<file path="config.mk">
export PLATFORM = sky130hd
export DESIGN_NAME = siso
export DESIGN_NICKNAME = d
export VERILOG_FILES = /design/src/rtl/siso_pkg.sv /design/src/rtl/siso.sv
export SDC_FILE = /design/constraint.sdc
export NUM_CORES = 1
export LEC_CHECK = 0
export ABC_AREA = 1
export ABC_CLOCK_PERIOD_IN_PS = 1040
export CAP_MARGIN = 20
export CORE_AREA = 10 10 47 49
export CTS_CLUSTER_SIZE = 10
export DETAILED_ROUTE_END_ITERATION = 8
export DIE_AREA = 0 0 57 59
export GPL_TIMING_DRIVEN = 0
export PLACE_DENSITY_LB_ADDON = 0.2
export SETUP_SLACK_MARGIN = 0.1
export SLEW_MARGIN = 20
export SYNTH_ARGS = -nofsm -noshare
export SYNTH_HDL_FRONTEND = slang
export SYNTH_SLANG_ARGS = --single-unit
</file>
<file path="constraint.sdc">
create_clock -name clk -period 1.04 [get_ports clk]
set_clock_uncertainty 0.15 [all_clocks]
set_input_delay 0.156 -clock clk [delete_from_list [all_inputs] [get_ports clk]]
set_output_delay 0.156 -clock clk [all_outputs]
set_load 0.005 [all_outputs]
</file>
<file path="src/rtl/siso_pkg.sv">
// Shared datapath constants for the serial shift register.
package siso_pkg;

    localparam logic DIR_LEFT  = 1'b1;
    localparam logic DIR_RIGHT = 1'b0;

endpackage

</file>
<file path="src/rtl/siso.sv">
// Bidirectional serial-in shift register with parallel view of contents.
module siso
    import siso_pkg::*;
#(
    parameter int WIDTH = 4
) (
    input  logic             clk,
    input  logic             rst,
    input  logic             drt,
    input  logic             lft,
    input  logic             rgt,
    output logic [WIDTH-1:0] q
);

    always_ff @(posedge clk) begin
        if (rst) begin
            q <= '0;
        end else if (drt == DIR_LEFT) begin
            q <= {q[WIDTH-2:0], lft};
        end else begin
            q <= {rgt, q[WIDTH-1:1]};
        end
    end

endmodule

</file>
Yosys cells after proc, flatten, opt, wreduce, memory -nomap -nowiden
Index checks and enable logic that the tools add are counted.
{"block": "classes", "n_mux": 1}
{"operator": "two-way mux 4 bit", "n": 1}
{"block": "word_totals", "regBits": 4, "inputBits": 5, "output_inout_bits": 4, "wordCells": 2}

Longest topological paths before layout
Gate-level depths: netlist of run 1.
{"block": "depth", "depth_word": 1, "mapped_depth": 4, "depth_no_buf": 4}

Least setup slack after synthesis of run 1
OpenSTA, ideal clock, no wires.
{"block": "synth_timing", "path_type": "reg2reg", "from": "reg q[1]", "to": "reg q[2]", "t_arrival_ns": 0.478, "required_time_ns": 0.776, "setup_slack_ns": 0.298, "path_stages_with_launch": 5, "cell_sequence": "dfxtp_1 inv_1 nand2_1 nand2_1 nor2_2"}
{"block": "synth_via", "elab_chain_len": 1}
{"item": "start, declared", "line": "siso.sv:12", "text": "output logic [WIDTH-1:0] q"}
{"item": "start signal, assigned", "line": "siso.sv:19", "text": "q <= {q[WIDTH-2:0], lft};"}
{"item": "start signal, assigned", "line": "siso.sv:21", "text": "q <= {rgt, q[WIDTH-1:1]};"}
{"item": "two-way mux 4 bit", "line": "siso.sv:18", "text": "end else if (drt == DIR_LEFT) begin"}
No other way between the ends.
A chain may end at the register's enable or synchronous reset.

Final worst setup path of run 1
{"block": "layout_timing", "from": "reg q[3]", "to": "out q[3]"}
No word-level cell between the ends.

==> results of run 1 <==
-- how the worst min path moves through the flow --
stage,cells after the start,endpoint,from
global route,3,q[1],drt
detailed placement,3,q[0],drt
global placement,3,q[2],drt
floorplan,2,q[3],rgt
finish,3,q[0],drt
CTS,3,q[0],drt
-- kinds of logic (layout without fill, tap and decap cells) --
family | Yosys count | count (layout) | synth area share (%)
and+or+nand+nor | 16 | 16 | 37.1
buffers and inverters | 6 | 18 | 17.1
DFF | 4 | 4 | 45.7
-- metrics by stage --
| stage | total power [mW] | TNS (ps) | hold WS [ps] | cell area [µm²] | setup WS (ps) |
|---|---|---|---|---|---|
| 2_1_floorplan | 0.204 | 0 | 135 | 175 | 298 |
| 5_1_grt | 0.471 | 0 | 37.4 | 307 | 39.8 |
| 6_report | 0.440 | 0 | 29.9 | 307 | 72.5 |
| 3_3_place_gp | 0.242 | -447 | 277 | 265 | -128 |
| 3_5_place_dp | 0.241 | -418 | 278 | 265 | -126 |
| 4_1_cts | 0.445 | 0 | 28.1 | 294 | 60.7 |
-- cells in the final DEF (no fill, tap or decap) --
cell type | netlist | final
sky130_fd_sc_hd__nor2_2 | 2 | 2
sky130_fd_sc_hd__dfxtp_2 | 0 | 4
sky130_fd_sc_hd__nand2_1 | 8 | 8
sky130_fd_sc_hd__clkbuf_4 | 0 | 3
sky130_fd_sc_hd__inv_1 | 4 | 4
sky130_fd_sc_hd__clkdlybuf4s50_1 | 0 | 3
sky130_fd_sc_hd__buf_6 | 1 | 4
sky130_fd_sc_hd__buf_2 | 0 | 1
sky130_fd_sc_hd__inv_2 | 1 | 1
sky130_fd_sc_hd__nor2_1 | 6 | 6
sky130_fd_sc_hd__buf_4 | 0 | 2
-- layer usage --
metal | vias up | track usage [%] | part of all wire, %
li1 | 96 | - | -
met1 | 73 | 2.49 | 45
met2 | 10 | 3.10 | 37
met3 | 2 | 4.29 | 16
met4 | 0 | 3.02 | 1.9
met5 | - | 0 | 0
-- power by group through the flow --
stage,Sequential (mW),Combinational (mW),Clock [mW]
after floorplan,0.174,0.0304,0
after global placement,0.174,0.0683,0
after detailed placement,0.173,0.0680,0
after CTS,0.172,0.0700,0.204
after global routing,0.175,0.0812,0.215
final,0.173,0.0731,0.193
-- cell type report --
cell class	instances	area [µm²]	share of cell area, %
buffer	1	11.3	3.67
timing repair buffer	9	83.8	27.3
clock buffer	3	22.5	7.35
multi-input combinational	16	65.1	21.2
sequential	4	85.1	27.8
tap	16	20.0	6.53
inverter	5	18.8	6.12
-- timing repair --
item	in CTS	in global routing
gates resized for setup	21	2
pin swaps	0	0
endpoints found under the setup margin	4	4
buffers inserted	2	0
==> impl_results.rst, run 1 <==
.. list-table::
   :header-rows: 1

   * - Metric
     - Value
   * - Wire length of the first global-routing pass
     - 696 µm
   * - Total power divided by cell area
     - 1430 nW/µm²
   * - Unrepaired setup endpoints after global routing
     - yes
   * - Worst-case clock buffer depth
     - 2
   * - Vias per Instance
     - 3.35
   * - Maximum fanout encountered on the critical timing path
     - 2
   * - Top cells by count, synth
     - sky130_fd_sc_hd__nand2_1, sky130_fd_sc_hd__nor2_1, sky130_fd_sc_hd__dfxtp_1, sky130_fd_sc_hd__inv_1, sky130_fd_sc_hd__nor2_2
   * - Req. time, crit path
     - 730 ps
   * - Critical path class
     - reg2out
   * - Largest registers
     - q (4)
   * - Pin count of the biggest net entering global routing
     - 9
   * - Number of slew-limit violations in the final report
     - 0
   * - Internal power of the cells
     - 0.341 mW
   * - Number of antenna violations at the first check in global routing
     - 0
   * - Logic depth of the worst register-to-register path
     - 5
   * - Number of CTS-inserted buffers
     - 3
   * - Leakage
     - 0.156 nW
   * - Most common cell in the netlist
     - sky130_fd_sc_hd__nand2_1
   * - Max Cap Viol
     - 0
   * - Maximum clock frequency
     - 1030 MHz
   * - Depth of the CTS H-tree
     - 1
   * - Post-synthesis net count
     - 31
   * - Total of hold buffers inserted after clock tree synthesis
     - 0
   * - Filler cells
     - 171
   * - Final critical-path required period
     - 968 ps
   * - Delay contributed by the slowest stage of the critical path
     - 310 ps
   * - Last weighted congestion value of the routability-driven placer
     - 0.661
   * - Result of the run
     - finished clean
   * - Worst path depth
     - 1
   * - Clock network latency to the later pin of the worst-skew pair
     - 240 ps
   * - Peak supply drop
     - 0.460 mV
   * - Area enclosed by the die boundary
     - 3360 µm²
   * - Cell taking the most area after synthesis
     - sky130_fd_sc_hd__dfxtp_1
   * - Overall routing resource usage
     - 3.02%
   * - CP cell instances
     - buf_2
   * - Horiz. Die Dim
     - 57 µm
   * - Number of enable flip-flop cells after synthesis
     - 0
   * - Hpwl dp
     - 336 µm
   * - Capture point of the worst reg-to-reg path
     - q[2]
   * - Predominant post-synthesis flop cell
     - sky130_fd_sc_hd__dfxtp_1
   * - Crit path arrival time
     - 660 ps
   * - Slew headroom
     - 92.7%
   * - Cell variety after synth
     - 7
   * - Cell area after technology mapping
     - 175 µm²
   * - Grt total ovfl
     - 0
   * - Period utilization
     - 93.0%
   * - Count of placed standard cells in the final layout, fillers left out
     - 54
   * - Cell types with the largest area share after synthesis
     - sky130_fd_sc_hd__dfxtp_1, sky130_fd_sc_hd__nand2_1, sky130_fd_sc_hd__nor2_1
   * - Antenna Diode Count
     - 0
   * - Critical Path End
     - q[3]
   * - Total wirelength of the detailed-routed design
     - 420 µm
   * - Switching component of the power
     - 0.0986 mW
   * - FFs w/ async S/R, synth
     - 0%
   * - Synthesized instance count
     - 26
   * - CTS tree
     - yes
   * - Power share of the clock group
     - 44.0%
   * - Combinational Power Share
     - 16.6%
   * - Synthesis warning total
     - 0
   * - CP Capture Type
     - output port
   * - Total Nets Final
     - 45
   * - Inst Count DP
     - 49
   * - Switching Share
     - 22.4%
   * - Vias in the first global route
     - 193
   * - Critical-path cell with the highest stage delay
     - sky130_fd_sc_hd__dfxtp_2
   * - Starting density of the core
     - 12.5%
   * - Antenna viol nets, final
     - 0
   * - FF-to-FF Start
     - q[1]
   * - Final count of hold timing violations
     - 0
   * - Boundary pin count
     - 9
   * - Synth Area per Inst
     - 6.74 µm²
   * - Buffering stage count on the worst path with inverters included
     - 1
   * - Element type at the critical path start
     - flip-flop
   * - Length of the first detailed-routing pass in iterations
     - 2
   * - Sequential share of power
     - 39.4%
   * - Rows
     - 14
   * - Fraction of layout instances using a drive strength above 1
     - 44.7%
   * - Portion of synthesized cell area occupied by the leading cell type
     - 45.7%
   * - End-of-flow core utilization
     - 21.9%
   * - Number of flip-flops and latches in the synthesized netlist
     - 4
   * - CTS clock-pin slew for the worst setup and hold paths
     - 40 ps
   * - Port Buf Inserts
     - 7
   * - Top reg by flops
     - q
   * - Buffer cell driving the clock tree root
     - sky130_fd_sc_hd__clkbuf_4
   * - Sequential element share of the synthesized area
     - 45.7%
   * - Floorplan die height
     - 59 µm
   * - Clock net sink count
     - 4
   * - Total via count after detailed routing
     - 181
   * - Slew at the pin with the worst max-slew slack
     - 109 ps
   * - FF-to-FF setup slack
     - 150 ps
   * - Type of the worst min-delay path
     - in2reg
   * - Cell family with the largest share of critical-path delay
     - flip-flops
   * - Area added between synthesis and finish
     - 75.0%
   * - Number of flip-flops under the largest register name
     - 4
   * - Number of DRC violations after detailed-routing iteration 0
     - 3
   * - Launch point of the worst path
     - q[3]
   * - Setup violators final
     - 0
   * - Post-detailed-route DRC marker count
     - 0
   * - Core ar.
     - 1400 µm²
   * - Mean routed wirelength per cell
     - 7.78 µm
(Power assumes the default switching activity.)
==> inputs of run 2 (changes only) <==
- SLEW_MARGIN: 20 -> 15
==> results of run 2 <==
Same layout as run 1: the final DEF is identical, and so are final timing and power.
